**src/rtl/load_store_unit.sv**
```systemverilog
// RV32I load/store unit: captures an ALU-computed access, runs one req/gnt/rvalid bus
// transaction, lane-aligns store data and extends load data, stalling the core until done.
module load_store_unit #(
  parameter int unsigned TIMEOUT = 255
) (
  input  logic        clk,
  input  logic        rst_n,
  input  logic        load_i,
  input  logic        store_i,
  input  logic [2:0]  funct3_i,
  input  logic [31:0] addr_i,
  input  logic [31:0] wdata_i,
  output logic        stall_o,
  output logic [31:0] rdata_o,
  output logic        done_o,
  output logic        misalign_o,
  output logic        illegal_o,
  output logic        bus_err_o,
  output logic        mem_req_o,
  output logic        mem_we_o,
  output logic [31:0] mem_addr_o,
  output logic [3:0]  mem_wstrb_o,
  output logic [31:0] mem_wdata_o,
  input  logic        mem_gnt_i,
  input  logic        mem_rvalid_i,
  input  logic [31:0] mem_rdata_i,
  input  logic        mem_err_i
);

  typedef enum logic [1:0] {StIdle, StReq, StResp, StDone} state_e;

  localparam logic [15:0] TimeoutLast = 16'(TIMEOUT - 1);

  state_e      state_q, state_d;
  logic [15:0] cnt_q, cnt_d;
  logic [31:0] addr_q, addr_d;
  logic [31:0] wdata_q, wdata_d;
  logic [31:0] rdata_q, rdata_d;
  logic [3:0]  wstrb_q, wstrb_d;
  logic [2:0]  funct3_q, funct3_d;
  logic        we_q, we_d;
  logic        mis_q, mis_d;
  logic        ill_q, ill_d;
  logic        berr_q, berr_d;

  logic        req_in, is_ill, is_mis;
  logic [1:0]  off;
  logic [3:0]  strb_new;
  logic [31:0] wdata_new, shifted, load_ext;

  assign req_in = load_i | store_i;
  assign off    = addr_i[1:0];

  // Decode of the incoming request, used only in the capture cycle.
  always_comb begin
    is_ill = (load_i & store_i)
           | (load_i & ((funct3_i == 3'b011) | (funct3_i == 3'b110) | (funct3_i == 3'b111)))
           | (store_i & (funct3_i > 3'b010));
    is_mis = ((funct3_i[1:0] == 2'b01) & addr_i[0])
           | ((funct3_i[1:0] == 2'b10) & (addr_i[1:0] != 2'b00));
    strb_new  = 4'b1111;
    wdata_new = wdata_i;
    unique case (funct3_i[1:0])
      2'b00: begin
        strb_new  = 4'b0001 << off;
        wdata_new = {4{wdata_i[7:0]}};
      end
      2'b01: begin
        strb_new  = 4'b0011 << off;
        wdata_new = {2{wdata_i[15:0]}};
      end
      default: begin
        strb_new  = 4'b1111;
        wdata_new = wdata_i;
      end
    endcase
  end

  always_comb begin
    shifted  = mem_rdata_i >> {addr_q[1:0], 3'b000};
    load_ext = '0;
    case (funct3_q)
      3'b000:  load_ext = {{24{shifted[7]}}, shifted[7:0]};
      3'b001:  load_ext = {{16{shifted[15]}}, shifted[15:0]};
      3'b010:  load_ext = shifted;
      3'b100:  load_ext = {24'd0, shifted[7:0]};
      3'b101:  load_ext = {16'd0, shifted[15:0]};
      default: load_ext = '0;
    endcase
  end

  always_comb begin
    state_d  = state_q;
    cnt_d    = cnt_q;
    addr_d   = addr_q;
    wdata_d  = wdata_q;
    rdata_d  = rdata_q;
    wstrb_d  = wstrb_q;
    funct3_d = funct3_q;
    we_d     = we_q;
    mis_d    = mis_q;
    ill_d    = ill_q;
    berr_d   = berr_q;
    unique case (state_q)
      StIdle: begin
        if (req_in) begin
          addr_d   = addr_i;
          funct3_d = funct3_i;
          we_d     = store_i & ~load_i;
          wstrb_d  = (store_i & ~load_i) ? strb_new : 4'b0000;
          wdata_d  = wdata_new;
          rdata_d  = '0;
          berr_d   = 1'b0;
          ill_d    = is_ill;
          mis_d    = ~is_ill & is_mis;
          state_d  = (is_ill | is_mis) ? StDone : StReq;
        end
      end
      StReq: begin
        if (mem_gnt_i) begin
          state_d = StResp;
          cnt_d   = '0;
        end
      end
      StResp: begin
        cnt_d = cnt_q + 16'd1;
        if (mem_rvalid_i) begin
          state_d = StDone;
          berr_d  = mem_err_i;
          rdata_d = (we_q | mem_err_i) ? 32'd0 : load_ext;
        end else if (cnt_q == TimeoutLast) begin
          state_d = StDone;
          berr_d  = 1'b1;
          rdata_d = '0;
        end
      end
      StDone: state_d = StIdle;
      default: state_d = StIdle;
    endcase
  end

  always_ff @(posedge clk or negedge rst_n) begin
    if (!rst_n) begin
      state_q  <= StIdle;
      cnt_q    <= '0;
      addr_q   <= '0;
      wdata_q  <= '0;
      rdata_q  <= '0;
      wstrb_q  <= '0;
      funct3_q <= '0;
      we_q     <= 1'b0;
      mis_q    <= 1'b0;
      ill_q    <= 1'b0;
      berr_q   <= 1'b0;
    end else begin
      state_q  <= state_d;
      cnt_q    <= cnt_d;
      addr_q   <= addr_d;
      wdata_q  <= wdata_d;
      rdata_q  <= rdata_d;
      wstrb_q  <= wstrb_d;
      funct3_q <= funct3_d;
      we_q     <= we_d;
      mis_q    <= mis_d;
      ill_q    <= ill_d;
      berr_q   <= berr_d;
    end
  end

  assign done_o      = (state_q == StDone);
  // rst_n gates stall so the core is released the instant reset asserts.
  assign stall_o     = rst_n & req_in & ~done_o;
  assign rdata_o     = done_o ? rdata_q : 32'd0;
  assign misalign_o  = done_o & mis_q;
  assign illegal_o   = done_o & ill_q;
  assign bus_err_o   = done_o & berr_q;
  assign mem_req_o   = (state_q == StReq);
  assign mem_we_o    = we_q;
  assign mem_addr_o  = {addr_q[31:2], 2'b00};
  assign mem_wstrb_o = wstrb_q;
  assign mem_wdata_o = wdata_q;

endmodule

```
**config.mk**
```make
export PLATFORM = sky130hd
export DESIGN_NAME = load_store_unit
export DESIGN_NICKNAME = d
export VERILOG_FILES = /design/src/rtl/load_store_unit.sv
export SDC_FILE = /design/constraint.sdc
export NUM_CORES = 1
export LEC_CHECK = 0
export BUFFER_PORTS_ARGS = -buffer_cell sky130_fd_sc_hd__buf_2
export CAP_MARGIN = 20
export CORE_ASPECT_RATIO = 0.75
export CORE_MARGIN = 5
export CORE_UTILIZATION = 35
export CTS_CLUSTER_DIAMETER = 60
export CTS_CLUSTER_SIZE = 40
export DETAILED_ROUTE_END_ITERATION = 8
export MAX_ROUTING_LAYER = met4
export PLACE_DENSITY = 0.64
export SYNTH_ARGS = -nofsm -noshare
export SYNTH_HDL_FRONTEND = slang
export SYNTH_SLANG_ARGS = --single-unit
```
**constraint.sdc**
```tcl
create_clock -name clk -period 3.42 [get_ports clk]
set_input_delay 0.684 -clock clk [delete_from_list [all_inputs] [get_ports clk]]
set_output_delay 0.684 -clock clk [all_outputs]
set_load 0.1 [all_outputs]
```
==> results.json <==
{
  "outcome": "complete, no violations",
  "cp.required_ps": 3720,
  "drv_slew": 0,
  "place_congestion": 0.830,
  "fin_skew_ps": 19.7,
  "cts_buffers": 17,
  "tightest_slew_ps": 1040,
  "fill_cells": 1782,
  "crit_chain": "inv_1, ha_1, or4b_1, or4_4, a22o_1, buf_4, mux2_4",
  "gr-total-overflow": 0,
  "nets": 915,
  "min_period_over_period_pct": 76.9,
  "yosysWarnings": 0,
  "most-common-layout-cells": "209 x buf_2, 125 x dfrtp_1, 52 x mux2i_1",
  "dpl.cell_count": 1028,
  "fmax_mhz": 380,
  "timing.rr.end": "rdata_q[7]$_DFFE_PN0P_",
  "reg2regPathDepth": 7,
  "dp_hpwl_um": 13000,
  "rows": 43,
  "finalCriticalPeriod_ps": 2630,
  "met1_length_um": 8460,
  "synthArstFlopShare_pct": 100,
  "r2r_slack_ps": 790,
  "yosysSeqAreaShare_pct": 47.0,
  "cp_slowest_cell": "or4_4",
  "clock_sinks": 125,
  "cp_data_arrival_time_ps": 2930,
  "cts_tree": "built",
  "drt-vias-per-instance": 4.98,
  "drive_gt1_share_pct": 38.5,
  "core-area_sq_um": 18600,
  "clock_path_buffers": 2,
  "drt-total-wl_um": 18100,
  "antenna_cells": 0,
  "grt_max_degree": 126,
  "crit_path_end": "rdata_q[7]$_DFFE_PN0P_",
  "cts.repair.resized": 0,
  "boundaryPins": 213,
  "syn_inst": 634,
  "ys.flop_type": "dfrtp_1",
  "syn_to_final_growth_pct": 25.1,
  "synth_area_sq_um": 6650,
  "cts_setup_buffers": 0,
  "holdWs_ps": 352,
  "syn_avg_cell_area_sq_um": 10.5,
  "vias": 5286,
  "tns_ps": 0,
  "finalSetupViolCount": 0,
  "worstSetupStartpoint": "cnt_q[0]$_DFFE_PN0P_",
  "worst-setup-path-type": "reg -> reg",
  "worstSetupEndpointType": "flop",
  "yosysUniqueCellTypes": 52,
  "grtUsageTotal_pct": 17.1,
  "drt_iter0_drc": 353,
  "utilization_pct": 44.9,
  "hold_viol": 0,
  "critPathLaunchType": "flop",
  "initial_utilization_pct": 35.8,
  "fp.dieH_um": 129,
  "die_area_sq_um": 21900,
  "antenna_found_initial": 0,
  "worstPathMaxFanout": 33,
  "rsz0062_at_grt": "false",
  "clkLatencyLatePin_ps": 420,
  "layout_commonest_cell": "buf_2",
  "root_buffer": "clkbuf_16",
  "top_layer_used": "met4",
  "regArea_sq_um": 3130,
  "synth_edf_count": 0,
  "dr_wl_met2_um": 8110,
  "ys_ff_latch": 125,
  "routed-wl-met3_um": 1400,
  "clk_pin_slew_ps": 60,
  "port_buffers": 210,
  "grt_pass1_wl_um": 29000,
  "h-tree-depth": 4,
  "grt_pass1_vias": 5446,
  "instances_no_fill": 1062,
  "fp.dieW_um": 169,
  "postRouteAntennaNets": 0,
  "drc": 0,
  "slew_headroom_pct": 30.2,
  "cts_hold_buf": 0,
  "wl_per_cell_um": 17.0,
  "max_stage_delay_ps": 560,
  "first_pass_iters": 5,
  "multi_input_area_sq_um": 3070,
  "hold_class": "in -> async",
  "worstReg2RegStart": "cnt_q[0]$_DFFE_PN0P_",
  "cap_violations": 0
}
-- worst min-delay path by stage --
stage / cells past startpoint / slack (ps) / to
floorplan: 0 / 390 / addr_q[0]$_DFFE_PN0P_
global placement: 2 / 460 / mem_wdata_o[12]$_DFFE_PN0P_
detailed placement: 2 / 460 / ill_q$_DFFE_PN0P_
CTS: 2 / 420 / rdata_q[11]$_DFFE_PN0P_
global route: 2 / 400 / rdata_q[11]$_DFFE_PN0P_
finish: 2 / 350 / rdata_q[11]$_DFFE_PN0P_
-- through the flow --
step                instance area (sq um)  setup slack [ps]
floorplan                            6660               208
global placement                     7710               795
detailed placement                   7710               759
finish                               8330               789
global route                         8330               550
CTS                                  8300               310
-- worst max-delay path, delay by kind of cell (launching register included) --
family	cells	cell delay (ps)
simple gates	2	1000
flops	1	420
mux	1	350
buf+inv	2	340
compound gates	1	250
fa+ha+maj	1	150
-- metal layers --
metal  track usage, %  vias up
li1                 -     2549
met1             23.0     2547
met2             25.3      176
met3             5.22       14
met4             4.16        0
met5                -        -
-- registers in the layout, indices dropped and copies added, names as in the netlist --
register     flops
cnt_q           16
mem_we_o         1
mem_wstrb_o      4
mem_wdata_o     32
berr_q           1
mis_q            1
funct3_q         3
addr_q          32
state_q          2
ill_q            1
rdata_q         32
-- cell type report --
cell class                 count  area share, %
tap                          247           3.71
inverter                      12          0.541
multi-input combinational    424           36.9
clock inverter                14           1.91
sequential                   125           37.6
clock buffer                  18           5.27
timing repair buffer         222           14.1
-- synthesized netlist by cell type (3+ instances only) --
cell type,count,area (sq um)
o21ai_0,37,185
nand2b_1,4,25.0
nor4_1,4,25.0
buf_1,3,11.3
o2bb2ai_1,22,193
a221oi_1,8,70.1
nand3_1,4,20.0
mux2_2,48,541
a22o_1,3,26.3
dfrtp_1,125,3130
a211oi_1,23,173
buf_4,32,240
and3_1,3,18.8
clkbuf_1,35,131
mux2i_1,52,521
or3_1,5,31.3
mux2_4,4,60.1
nand3b_1,4,30.0
xnor2_1,6,52.6
nor2b_1,11,68.8
nor3_1,3,15.0
nor2_1,40,150
ha_1,7,87.6
nand2_1,48,180
a21oi_1,23,115
and2_1,37,231
inv_1,12,45.0
-- cell families (layout without fill, tap and decap cells) --
| kind of cell | after synthesis | in the layout | synth area share (%) |
|---|---|---|---|
| AO/OA/AOI/OAI | 128 | 128 | 12.8 |
| AND/OR/NAND/NOR | 175 | 175 | 13.5 |
| buffers and inverters | 86 | 266 | 7.15 |
| multiplexers | 105 | 105 | 17.2 |
| other | 1 | 2 | 0.0564 |
| flip-flops | 125 | 125 | 47.0 |
| XOR/XNOR | 7 | 7 | 0.921 |
| adder cells (fa/ha/maj) | 7 | 7 | 1.32 |
Power is not shown: default switching activity piles up to over one toggle a cycle in this logic, so the estimate is an artifact.
